**config.mk**
```make
export PLATFORM = sky130hd
export DESIGN_NAME = reg_file_sb
export DESIGN_NICKNAME = d
export VERILOG_FILES = /design/src/rtl/reg_file_sb.sv
export SDC_FILE = /design/constraint.sdc
export NUM_CORES = 2
export LEC_CHECK = 0
export CORE_MARGIN = 3
export CORE_UTILIZATION = 25
export CTS_CLUSTER_DIAMETER = 150
export DETAILED_ROUTE_END_ITERATION = 10
export PLACE_DENSITY = 0.46
export SLEW_MARGIN = 20
export SYNTH_ARGS = -nofsm -noshare
export SYNTH_HDL_FRONTEND = slang
export SYNTH_SLANG_ARGS = --single-unit
```
**constraint.sdc**
```tcl
create_clock -name clk -period 2.9 [get_ports clk]
set_clock_uncertainty 0.15 [all_clocks]
set_input_delay 0.58 -clock clk [delete_from_list [all_inputs] [get_ports clk]]
set_output_delay 0.58 -clock clk [all_outputs]
set_load 0.02 [all_outputs]
```
**src/rtl/reg_file_sb.sv**
```systemverilog
// Purpose : 2**ADDR_W x DATA_W register file, 2 read / 1 write ports, with a per-register pending-write scoreboard.
// Latency : reads and busy flags are combinational; writes, issues and flush take effect on the next rising clk.
// Backpressure: none; every write/issue is accepted, and Busy_n_o tells the issue stage that an operand is not ready.
//
// Ports:
//   clk, reset (async, active-low)
//   Reg_Write_i / Write_Register_i / Write_Data_i       : write port; clears the pending bit of its target
//   Read_Register_n_i -> Read_Data_n_o, Busy_n_o         : read ports n = 1, 2
//   Issue_Valid_i / Issue_Dest_i                         : marks a destination as pending
//   Flush_i                                              : drops every pending bit except a same-cycle issue
module reg_file_sb #(
    parameter int                DATA_W   = 32,
    parameter int                ADDR_W   = 5,
    parameter int                SP_IDX   = 29,
    parameter logic [DATA_W-1:0] SP_RESET = 32'h7FFF_EFFC,
    parameter bit                BYPASS   = 1'b1
) (
    input  logic              clk,
    input  logic              reset,
    input  logic              Reg_Write_i,
    input  logic [ADDR_W-1:0] Write_Register_i,
    input  logic [DATA_W-1:0] Write_Data_i,
    input  logic [ADDR_W-1:0] Read_Register_1_i,
    input  logic [ADDR_W-1:0] Read_Register_2_i,
    output logic [DATA_W-1:0] Read_Data_1_o,
    output logic [DATA_W-1:0] Read_Data_2_o,
    input  logic              Issue_Valid_i,
    input  logic [ADDR_W-1:0] Issue_Dest_i,
    input  logic              Flush_i,
    output logic              Busy_1_o,
    output logic              Busy_2_o
);

    localparam int DEPTH = 2 ** ADDR_W;

    logic [DATA_W-1:0] regs [DEPTH];
    logic [DEPTH-1:0]  pending;
    logic [DEPTH-1:0]  pending_nxt;

    // Writes and issues to r0 are treated as if they never happened.
    logic wr_en;
    logic iss_en;
    assign wr_en  = Reg_Write_i   && (Write_Register_i != '0);
    assign iss_en = Issue_Valid_i && (Issue_Dest_i     != '0);

    // Register array. r0 is reset to zero and has no write path.
    always_ff @(posedge clk or negedge reset) begin
        if (!reset) begin
            for (int i = 0; i < DEPTH; i++) begin
                regs[i] <= (i == SP_IDX) ? SP_RESET : '0;
            end
        end else if (wr_en) begin
            regs[Write_Register_i] <= Write_Data_i;
        end
    end

    // Scoreboard next state: flush and write-clear first, then the issue set,
    // so a new producer always wins over a retiring one or a flush.
    always_comb begin
        pending_nxt = Flush_i ? '0 : pending;
        if (wr_en) begin
            pending_nxt[Write_Register_i] = 1'b0;
        end
        if (iss_en) begin
            pending_nxt[Issue_Dest_i] = 1'b1;
        end
        pending_nxt[0] = 1'b0;
    end

    always_ff @(posedge clk or negedge reset) begin
        if (!reset) begin
            pending <= '0;
        end else begin
            pending <= pending_nxt;
        end
    end

    // Forwarding hit: the write in flight this cycle targets this read address.
    // wr_en already excludes r0, so a hit never happens on r0.
    logic fwd_1;
    logic fwd_2;
    assign fwd_1 = BYPASS && wr_en && (Write_Register_i == Read_Register_1_i);
    assign fwd_2 = BYPASS && wr_en && (Write_Register_i == Read_Register_2_i);

    always_comb begin
        Read_Data_1_o = '0;
        if (Read_Register_1_i != '0) begin
            Read_Data_1_o = fwd_1 ? Write_Data_i : regs[Read_Register_1_i];
        end
    end

    always_comb begin
        Read_Data_2_o = '0;
        if (Read_Register_2_i != '0) begin
            Read_Data_2_o = fwd_2 ? Write_Data_i : regs[Read_Register_2_i];
        end
    end

    // The operand being written this cycle is forwarded, so it is not busy.
    assign Busy_1_o = pending[Read_Register_1_i] && !fwd_1;
    assign Busy_2_o = pending[Read_Register_2_i] && !fwd_2;

endmodule

```
==> impl_metrics.yaml <==
outcome:
  status: "finished with violations"
  violations: "negative setup slack"
synth:
  synth.area.mux_share_pct: 40.3
  synth_area_um2: 58000
  syn_inst: 4109
  synth-seq-cells: 1055
  syn_nets: 4166
  synth_top_cell_by_area: "dfrtp_1"
  synth_top_family_by_area: "multiplexers"
  synth_seq_area_share_pct: 45.6
  synth-compound-area-share_pct: 5.62
  synth_xor_area_share_pct: 0.151
  avgSynthCellArea_um2: 14.1
  synth-warning-count: 0
  synth_fa_ha_area_share_pct: 0
  yosys.area.top_type_share_pct: 44.3
  synth.distinct_cells: 65
  ys_async_sr_fraction_pct: 100
  ys.flop_type: "dfrtp_1"
  synth_edf_count: 0
  synth.area.top_cells: "dfrtp_1 44%, mux2_2 21%, mux4_2 15%"
  yosys.area_share.simple_pct: 3.58
sta:
  hold_slack_ns: 0.228
  slew_headroom_pct: 59.2
  tightest_slew_ns: 0.611
  hold_violations: 0
  fin_crit_ns: 3.46
  rsz0062_at_grt: "true"
  timing.final.crit_share_pct: 119
  finalSetupViolations: 66
  fmax_mhz: 289
  maxSlewViolCount: 0
  setup_ws_ns: -0.558
final_layout:
  instances_no_fill: 8041
  drive_gt1_share_pct: 65.3
  nets: 4963
  multi_input_area_um2: 32000
  area_growth_pct: 36.9
  fin_util_pct: 34.5
  num-fill-cells: 22300
  seq_area_um2: 26400
global_routing:
  grt_use_total_pct: 20.4
  grt_max_degree: 92
  grt_pass1_wl_um: 349000
  antenna_found_initial: 6
  first_global_vias: 44200
  overflow: 0
detailed_routing:
  wl_met3_um: 12900
  routedWlPerCell_um: 30.8
  drt_pre_antenna_iters: 7
  wl_met1_um: 111000
  dr.first_iter.drc_count: 3216
  routed_wl_um: 247000
  vias_per_cell: 5.25
  drc: 0
  routed-wl-met2_um: 115000
  top_layer: "met5"
  vias: 42200
  ant_nets: 0
critical_path:
  critPathRequiredTime_ns: 2.17
  critPathMaxStageDelay_ns: 0.36
  critical_path_class: "in2out"
  cpMostUsedCell: "buf_6"
  crit_arrival_ns: 2.73
  setup.worst_path.end_class: "primary output"
  crit_chain: "clkbuf_16, buf_6, xnor2_2, nand4_1, buf_6, o31ai_4, buf_6, buf_8, buf_6, nor3_2, a211o_1, buf_12"
  slowest_stage: "a211o_1"
  cp_max_fo: 5
  cpLargestDelayFamily: "buffers and inverters"
  cp-start-kind: "input port"
  path_buf_inv: 7
power_and_ir_drop:
  p_sw_share_pct: 29.1
  p_int_mw: 34.3
  p_leak_nw: 33.9
  pwr-share-comb_pct: 25.9
  peakVddDrop_mv: 0.540
  switchingPower_mw: 14.1
  p_seq_share_pct: 40.4
  clkPwrFrac_pct: 33.7
  powerDensity_nw_per_um2: 609
floorplan:
  core_um2: 230000
  die_y_um: 488
  rows: 176
  initial_core_util_pct: 25.2
  io_pins: 123
  die_w_um: 488
  dieArea_um2: 238000
clock_tree:
  cts_tree: "yes"
  path_clk_slew_ns: 0.07
  clockBufferDepth: 3
  ctsRootBufferMaster: "clkbuf_16"
  numCtsBuffers: 120
  clk_latency_ns: 0.79
  cts_max_level: 3
  cts.sinks: 1055
placement:
  hpwl_um: 168000
  portBuffers: 122
  numPlacedInstances: 7607
  gp_congestion: 0.844
run:
  cap_violations: 0
min_path:
  hold_path.class: "reg2reg"
==> state kept, by name, summed over array words and instances (netlist names) <==
name and flops:
regs 1024, pending 31
==> layer usage <==
| layer | GRT usage (%) | vias up |
|---|---|---|
| met5 | 0 | - |
| met4 | 6.15 | 2 |
| met3 | 2.83 | 327 |
| met2 | 32.7 | 1404 |
| met1 | 28.6 | 23000 |
| li1 | - | 17500 |
==> cell type report <==
cell class | instances | area share, %
Multi-Input combinational cell | 2564 | 40.3
Clock buffer | 183 | 4.55
Sequential cell | 1055 | 33.3
Tap cell | 3026 | 4.77
Timing Repair Buffer | 1141 | 16.3
Inverter | 24 | 0.113
Clock inverter | 44 | 0.709
Antenna cell | 4 | 0.0126
==> repair_timing <==
item	in CTS	in global routing
pin swaps	165	117
gates cloned	15	4
endpoints found under the hold margin	182	0
setup endpoints to repair	66	66
hold buffers	1	0
gates resized for setup	772	253
buffers inserted	157	78
==> worst register-to-register path: cells and delay by family, from the launching register on <==
family | cells | cell delay [ns]
flip-flops | 1 | 0.39
multiplexers | 1 | 0.25
buffers and inverters | 2 | 0.24
==> worst paths after layout <==
path                                 startpoint           endpoint  slack (ns)  cells after the start
setup / recovery           Read_Register_1_i[2]  Read_Data_1_o[19]       -0.56                     12
hold / removal                       regs[1022]         regs[1022]        0.23                      0
setup reg to reg                      regs[836]          regs[836]        1.75                      3
hold reg to reg                      regs[1022]         regs[1022]        0.23                      0
max in group asynchronous                 reset        pending[16]        1.35                      4
min in group asynchronous                 reset           regs[75]        0.51                      2
==> layout by cell type, fill, tap and decap left out, types with 21 or more instances in the layout <==
master	synthesis	final
clkdlybuf4s50_1	0	39
nor2b_1	57	40
mux2i_1	238	201
buf_8	9	35
nor2_1	115	64
nor2_2	1	24
dfrtp_1	1027	1027
clkbuf_16	0	126
dfstp_2	28	28
buf_16	0	29
a211oi_2	10	41
buf_6	44	154
nor2_4	0	28
clkbuf_1	192	27
mux2_2	1099	1094
mux4_2	378	381
o22ai_2	0	43
nor3_2	0	35
clkbuf_8	0	36
inv_1	24	23
mux2i_2	0	24
o22ai_1	90	43
buf_4	33	655
o21ai_0	42	32
buf_12	11	215
a221oi_1	44	24
clkinv_2	0	21
==> through the flow <==
stage	worst slack, ns	setup TNS (ns)	area [um^2]	total power [mW]
finish	-0.558	-27.72	79400	48.4
global route	-0.571	-30.39	79400	50.4
CTS	-0.662	-30.09	77600	48.1
detailed placement	-1.76	-202.55	68900	30.4
global placement	-1.82	-206.23	68900	30.2
floorplan	-0.0963	-0.474	58100	25.9
==> kinds of logic (layout without fill, tap and decap cells) <==
| kind of cell | after synthesis | count (layout) |
|---|---|---|
| AO/OA/AOI/OAI | 436 | 436 |
| XOR/XNOR | 10 | 10 |
| buffers and inverters | 490 | 1392 |
| flip-flops | 1055 | 1055 |
| multiplexers | 1718 | 1718 |
| other | 0 | 4 |
| AND/OR/NAND/NOR | 400 | 400 |
==> synth_stat cells, drive strengths merged, types with 2 or more instances <==
library cell	n
or3b	4
buf	273
nor3	69
nor4	32
nor2b	57
inv	24
a211oi	64
mux2i	238
nand3	17
mux4	381
o221a	3
o21ai	51
a22o	5
nand3b	19
a311o	2
dfrtp	1027
a211o	22
a21oi	42
and2	5
mux2	1099
nand4	4
nand2	33
nor3b	7
clkbuf	193
or3	3
a221oi	48
nand2b	20
o21bai	2
xnor2	9
a221o	19
o22a	2
or2	8
nor2	116
o22ai	90
o32ai	19
a31oi	5
dfstp	28
and3	3
o221ai	13
and3b	2
a22oi	13
o31ai	2
a2111oi	30
==> power groups by stage <==
stage	clock, mW	sequential [mW]	combinational (mW)
4_1_cts	16.7	19.4	12.0
5_1_grt	17.2	19.9	13.3
3_5_place_dp	0	19.7	10.8
2_1_floorplan	0	19.0	6.89
3_3_place_gp	0	19.6	10.6
6_report	16.3	19.5	12.5
(Power assumes the default switching activity.)
